File: src/rtl/bitwise_pkg.sv
// Shared operation encoding for the bitwise unit.
package bitwise_pkg;

    localparam int OP_W = 3;

    localparam logic [OP_W-1:0] OP_AND   = 3'd0;
    localparam logic [OP_W-1:0] OP_OR    = 3'd1;
    localparam logic [OP_W-1:0] OP_XOR   = 3'd2;
    localparam logic [OP_W-1:0] OP_NOTA  = 3'd3;
    localparam logic [OP_W-1:0] OP_NAND  = 3'd4;
    localparam logic [OP_W-1:0] OP_NOR   = 3'd5;
    localparam logic [OP_W-1:0] OP_XNOR  = 3'd6;
    localparam logic [OP_W-1:0] OP_PASSB = 3'd7;

endpackage

File: src/rtl/bitwise_core.sv
// Combinational bitwise function selector: (a, b, op) -> y.
module bitwise_core
    import bitwise_pkg::*;
#(
    parameter int WIDTH = 8
) (
    input  logic [WIDTH-1:0] a,
    input  logic [WIDTH-1:0] b,
    input  logic [OP_W-1:0]  op,
    output logic [WIDTH-1:0] y
);

    always_comb begin
        y = '0;
        case (op)
            OP_AND:   y = a & b;
            OP_OR:    y = a | b;
            OP_XOR:   y = a ^ b;
            OP_NOTA:  y = ~a;
            OP_NAND:  y = ~(a & b);
            OP_NOR:   y = ~(a | b);
            OP_XNOR:  y = ~(a ^ b);
            OP_PASSB: y = b;
            default:  y = '0;
        endcase
    end

endmodule

File: src/rtl/bitwise_unit_pipe.sv
// Registered bitwise unit with valid/ready handshakes, burst accumulator and
// a count of results taken by the consumer.
module bitwise_unit_pipe
    import bitwise_pkg::*;
#(
    parameter int WIDTH = 8,
    parameter int CNT_W = 16
) (
    input  logic             clk,
    input  logic             rst_n,
    input  logic             in_valid,
    output logic             in_ready,
    input  logic [WIDTH-1:0] in_a,
    input  logic [WIDTH-1:0] in_b,
    input  logic [OP_W-1:0]  in_op,
    input  logic             in_acc,
    input  logic             in_last,
    output logic             out_valid,
    input  logic             out_ready,
    output logic [WIDTH-1:0] out_y,
    output logic             out_zero,
    output logic             out_parity,
    output logic [CNT_W-1:0] out_count,
    output logic [WIDTH-1:0] acc_value
);

    logic             out_valid_q, out_valid_d;
    logic [WIDTH-1:0] out_y_q, out_y_d;
    logic             out_zero_q, out_zero_d;
    logic             out_parity_q, out_parity_d;
    logic [CNT_W-1:0] count_q, count_d;
    logic [WIDTH-1:0] acc_q, acc_d;

    logic             accept;
    logic [WIDTH-1:0] op_a;
    logic [WIDTH-1:0] result;

    // Only out_ready reaches in_ready combinationally; the output slot is
    // free when empty or being drained this cycle.
    assign in_ready = !out_valid_q || out_ready;
    assign accept   = in_valid && in_ready;
    assign op_a     = in_acc ? acc_q : in_a;

    bitwise_core #(.WIDTH(WIDTH)) u_core (
        .a  (op_a),
        .b  (in_b),
        .op (in_op),
        .y  (result)
    );

    always_comb begin
        out_valid_d  = out_valid_q;
        out_y_d      = out_y_q;
        out_zero_d   = out_zero_q;
        out_parity_d = out_parity_q;
        acc_d        = acc_q;
        count_d      = count_q;

        if (out_valid_q && out_ready) begin
            count_d     = count_q + CNT_W'(1);
            out_valid_d = 1'b0;
        end

        if (accept) begin
            out_valid_d  = 1'b1;
            out_y_d      = result;
            out_zero_d   = (result == '0);
            out_parity_d = ^result;
            // last beat still emits its result but leaves the accumulator clean
            acc_d        = in_last ? '0 : result;
        end
    end

    always_ff @(posedge clk or negedge rst_n) begin
        if (!rst_n) begin
            out_valid_q  <= 1'b0;
            out_y_q      <= '0;
            out_zero_q   <= 1'b0;
            out_parity_q <= 1'b0;
            count_q      <= '0;
            acc_q        <= '0;
        end else begin
            out_valid_q  <= out_valid_d;
            out_y_q      <= out_y_d;
            out_zero_q   <= out_zero_d;
            out_parity_q <= out_parity_d;
            count_q      <= count_d;
            acc_q        <= acc_d;
        end
    end

    assign out_valid  = out_valid_q;
    assign out_y      = out_y_q;
    assign out_zero   = out_zero_q;
    assign out_parity = out_parity_q;
    assign out_count  = count_q;
    assign acc_value  = acc_q;

endmodule

File: config.mk
export PLATFORM = sky130hd
export DESIGN_NAME = bitwise_unit_pipe
export DESIGN_NICKNAME = d
export VERILOG_FILES = /design/src/rtl/bitwise_pkg.sv /design/src/rtl/bitwise_core.sv /design/src/rtl/bitwise_unit_pipe.sv
export SDC_FILE = /design/constraint.sdc
export NUM_CORES = 1
export LEC_CHECK = 0
export BUFFER_PORTS_ARGS = -buffer_cell sky130_fd_sc_hd__buf_2
export CAP_MARGIN = 25
export CORE_ASPECT_RATIO = 0.75
export CORE_MARGIN = 2
export CORE_UTILIZATION = 59
export CTS_BUF_LIST = sky130_fd_sc_hd__clkbuf_4
export DETAILED_ROUTE_END_ITERATION = 10
export PLACE_DENSITY = 0.88
export SKIP_LAST_GASP = 1
export SYNTH_ARGS = -nofsm -noshare
export SYNTH_HDL_FRONTEND = slang
export SYNTH_SLANG_ARGS = --single-unit
export TNS_END_PERCENT = 5
File: constraint.sdc
create_clock -name clk -period 5.4 [get_ports clk]
set_input_delay 0.54 -clock clk [delete_from_list [all_inputs] [get_ports clk]]
set_output_delay 0.54 -clock clk [all_outputs]
set_load 0.02 [all_outputs]
# Word-level counts from Yosys, hierarchy flattened
# Index checks and enable logic that the tools add are counted.
# op_classes
n_reduce_logical	8
n_bitwise	7
n_addsub	1
n_mux	5
n_eq_ne	7
# op_table
operator	n
case mux 8 bit (8 select lines)	1
NOT 8 bit	4
adder 16 x 1 -> 16 bit (second input constant)	1
two-way mux 8 bit	2
equality test 3 bit (second input constant)	4
AND 8 bit	1
zero test 8 bit	1
OR 8 bit	1
XOR reduction 8 bit	1
bitwise XOR 8 bit	1
equality test 3 x 2 -> 1 bit (second input constant)	2
equality test 3 x 1 -> 1 bit (second input constant)	1
zero test 3 bit	1
logical AND 1 bit	2
two-way mux 1 bit	2
nonzero test 2 bit	1
zero test 1 bit	1
logical OR 1 bit	1
# word_totals
out_inout_bits	36
elab_cells	34
register_bits	35

# Logic depth before layout (Yosys ltp)
# logic_depth
depth_word	5
mapped_depth	13
mapped_depth_nobuf	12

# By module
# Synthesis repeated with hierarchy kept, for this count alone.
# hier_totals
cells_unflattened	272
hier_area_um2	2472.4
# by_module_without_submodules
mod	area_each_um2	cells_each	instances	seq_area_each_um2
bitwise_unit_pipe	1600.3	147	1	875.8
bitwise_core	872.1	125	1	0.0

# Worst setup path after synthesis
# No wires, ideal clock.
# synth_timing
kind	input -> register
startpoint	input in_acc
endpoint	register out_parity_q (netlist: out_parity)
t_arrival_ps	2751
path_stages	12
setup_ps	133
path_buffers	1
setup_slack_ps	2516
path_cell_list	buf_6 -> mux2_4 -> inv_1 -> ha_1 -> mux2_2 -> o22ai_1 -> a311oi_1 -> or3_4 -> ha_1 -> xnor2_1 -> xnor2_1 -> o21ai_0
# synth_via
elab_chain_len	5
elab_cells_between_ends	10
# synth_rtl
element	line	source
start: declaration	bitwise_unit_pipe.sv:16	input logic in_acc,
two-way mux 8 bit *	bitwise_unit_pipe.sv:42	assign op_a = in_acc ? acc_q : in_a;
bitwise XOR 8 bit (tied with other cells)	bitwise_core.sv:18, bitwise_core.sv:22	
NOT 8 bit, on equally long branches	bitwise_core.sv:22, bitwise_core.sv:20, bitwise_core.sv:21	
case mux 8 bit (8 select lines) *	bitwise_core.sv:15	case (op)
XOR reduction 8 bit *	bitwise_unit_pipe.sv:68	out_parity_d = ^result;
end signal: assignment	bitwise_unit_pipe.sv:86	out_parity_q <= out_parity_d;
end: declaration	bitwise_unit_pipe.sv:30	logic out_parity_q, out_parity_d;
# Every way passes the cells marked *; elsewhere a longest branch is shown, timed or not.
# A chain may end at the register's enable or synchronous reset.

# Worst setup path after layout
# Ends and elaborated chain as after synthesis.

==> results.json <==
{
  "outcome": "finished, final reports clean",
  "fin_cells": 367,
  "drt-initial-drc-count": 73,
  "yosysWarnings": 0,
  "routabilityCongestion": 0.8409,
  "cts_hold_buf": 0,
  "root_buffer": "clkbuf_4",
  "grt_pass1_vias": 1892,
  "dr.pass1.iters": 4,
  "setup_viol": 0,
  "cts_made_buffers": 5,
  "relSlewSlack": 0.4465,
  "synth-xor-area-share": 0.06587,
  "fin_skew_ns": 0.02065,
  "regArea_um2": 875.8,
  "endpoint": "out_parity",
  "portBuffers": 60,
  "synthArstFlopShare": 1.000,
  "yosys.cell_types.count": 48,
  "final_layout_size_suffix_gt1_frac": 0.2660,
  "clk_latency_ns": 0.35,
  "synth_top_family_by_area": "simple AND/OR/NAND/NOR gates",
  "r2r_end": "out_parity",
  "layout_commonest_cell": "buf_2",
  "max_stage_delay_ns": 0.43,
  "worst_pin_slew_ns": 0.8282,
  "r2r_cells": 11,
  "r2r_start": "acc_value[1]",
  "diodes": 0,
  "maxCapViolations": 0,
  "die-area_um2": 4588,
  "grt_pass1_wl_um": 8383,
  "p_switching_uw": 311.5,
  "ys.flop_type": "dfrtp_1",
  "criticalPathCategory": "in -> reg",
  "clk_path_buf_depth": 2,
  "pwr-share-seq": 0.414,
  "end_kind": "register",
  "worstPathRequired_ns": 5.60,
  "p_int_uw": 528.5,
  "vdd_ir_drop_max_mv": 0.2546,
  "cp-start-kind": "input pin",
  "placed_cells": 359,
  "synth_edf_count": 0,
  "multiInputGateArea_um2": 1371,
  "antenna_found_initial": 0,
  "numClockSinks": 35,
  "hold_path.class": "in -> async",
  "finalHoldViolations": 0,
  "grt_usage": 0.2340,
  "muxShareOfSynthArea": 0.07318,
  "cts_resized": 0,
  "drc_errors": 0,
  "synth_cells": 256,
  "cts.clk_slew.worst_paths_ns": 0.12,
  "swShare": 0.3708,
  "initial_utilization": 0.6016,
  "path_cells": "buf_2 > mux2_4 > inv_1 > ha_1 > mux2_2 > o22ai_1 > a311oi_1 > or3_4 > ha_1 > xnor2_1 > xnor2_1 > o21ai_0",
  "die_h_um": 59.16,
  "synth_fa_ha_area_frac": 0.1098,
  "syn_avg_cell_area_um2": 9.350,
  "ys_seq_area_frac": 0.3659,
  "cts_setup_buffers": 0,
  "cts_tree": "built",
  "p_leak_nw": 1.432,
  "core_um2": 3979,
  "rsz0062_at_grt": "no",
  "max_freq_ghz": 0.3512,
  "setup_tns_ns": 0,
  "p_per_area_nw_per_um2": 303.8,
  "grt_overflow": 0,
  "total_power_uw": 840.0,
  "totalWireLength_um": 5027,
  "comb_power_share": 0.359,
  "viasPerCell": 5.602,
  "fin_util": 0.6950,
  "period_needed_ns": 2.847,
  "area_growth_pct": 15.53,
  "syn_area_um2": 2394,
  "fillerInstances": 324,
  "arrival_ns": 3.05,
  "wl_per_cell_um": 13.70,
  "die_w_um": 77.55,
  "ys_ff_latch": 35,
  "syn_nets": 302,
  "synth-compound-area-share": 0.1542,
  "min_period_over_period": 0.5273,
  "num_vias": 2056,
  "detail-route-antenna-nets": 0,
  "final_cell_mix": "buf_2 (60), dfrtp_1 (35), nand2_1 (31)",
  "final_net_count": 357,
  "num_rows": 20,
  "synthSimpleGateAreaFrac": 0.1699,
  "critPathMaxFanout": 8,
  "clkPwrFrac": 0.227,
  "dp_hpwl_um": 3903,
  "grt_max_degree": 41,
  "final-max-slew-violation-count": 0,
  "pin_count": 61,
  "htreeDepth": 2,
  "r2r_slack_ns": 2.65,
  "startpoint": "in_acc",
  "cp_slowest_cell": "or3_4"
}
[critical path, delay by kind of cell]
kind	cells	cell delay, ns
multiplexers	2	0.62
adder cells (fa/ha/maj)	2	0.52
AND/OR/NAND/NOR	1	0.43
AO/OA/AOI/OAI	3	0.33
XOR/XNOR	2	0.32
buffers and inverters	2	0.30
[synth_stat cells, drive strengths merged, types with 3 or more instances]
library cell,instances,area share
nand2b,6,0.016
mux2i,7,0.029
ha,21,0.11
a22o,4,0.015
and3,3,0.0078
nand3,7,0.015
o21a,3,0.0094
xor2,4,0.015
nand2,31,0.049
nor2b,6,0.016
nor3,7,0.017
buf,7,0.021
dfrtp,35,0.37
xnor2,14,0.051
a21oi,5,0.010
nor2,10,0.016
clkbuf,5,0.012
o21ai,23,0.051
mux2,9,0.044
inv,18,0.028
a211oi,3,0.0094
[worst min path at each step]
| stage | slack, ns | start | cells past startpoint | to |
|---|---|---|---|---|
| finish | 0.23 | rst_n | 1 | out_count[14] |
| global route | 0.28 | rst_n | 1 | out_count[14] |
| CTS | 0.26 | rst_n | 1 | out_count[15] |
| detailed placement | 0.46 | out_count[15] | 1 | out_count[15] |
| floorplan | 0.24 | rst_n | 0 | acc_value[0] |
| global placement | 0.45 | out_count[15] | 1 | out_count[15] |
[area by class of cell]
| cell class | instances | area share |
|---|---|---|
| Multi-Input combinational cell | 191 | 0.4959 |
| Sequential cell | 35 | 0.3167 |
| Timing Repair Buffer | 60 | 0.1086 |
| Tap cell | 55 | 0.02489 |
| Inverter | 18 | 0.02443 |
| Clock inverter | 3 | 0.01584 |
| Clock buffer | 5 | 0.01357 |
[routing by layer]
metal,track usage,vias to the layer above,routed length (µm),share of wire
met4,0.1071,0,98,0.019
met5,0,-,0,0
li1,-,1013,-,-
met2,0.3677,58,2265,0.45
met1,0.3202,972,2456,0.49
met3,0.04421,13,207,0.041
[registers in the layout (all words and copies together) (netlist names)]
| name | count |
|---|---|
| acc_value | 8 |
| out_count | 16 |
| out_parity | 1 |
| out_valid | 1 |
| out_y | 8 |
| out_zero | 1 |
[metrics by stage]
stage	setup WS, ns	instance area (µm²)	hold WS (ns)
after floorplan	2.516	2394	0.2444
after global placement	2.295	2684	0.4542
after detailed placement	2.189	2684	0.4576
after CTS	2.572	2765	0.2577
after global routing	2.433	2765	0.2798
final	2.553	2765	0.2347
[power by group through the flow]
stage	Sequential [mW]	Clock (mW)	Combinational [mW]
2_1_floorplan	0.403	0	0.155
3_3_place_gp	0.350	0	0.292
3_5_place_dp	0.353	0	0.302
4_1_cts	0.348	0.194	0.303
5_1_grt	0.356	0.209	0.333
6_report	0.348	0.190	0.302
[kinds of logic after synthesis]
group           after synthesis
compound gates               55
xor+xnor                     18
mux                          16
flops                        35
buf+inv                      30
fa+ha+maj                    21
simple gates                 81
Power figures use the tool's default switching activity.
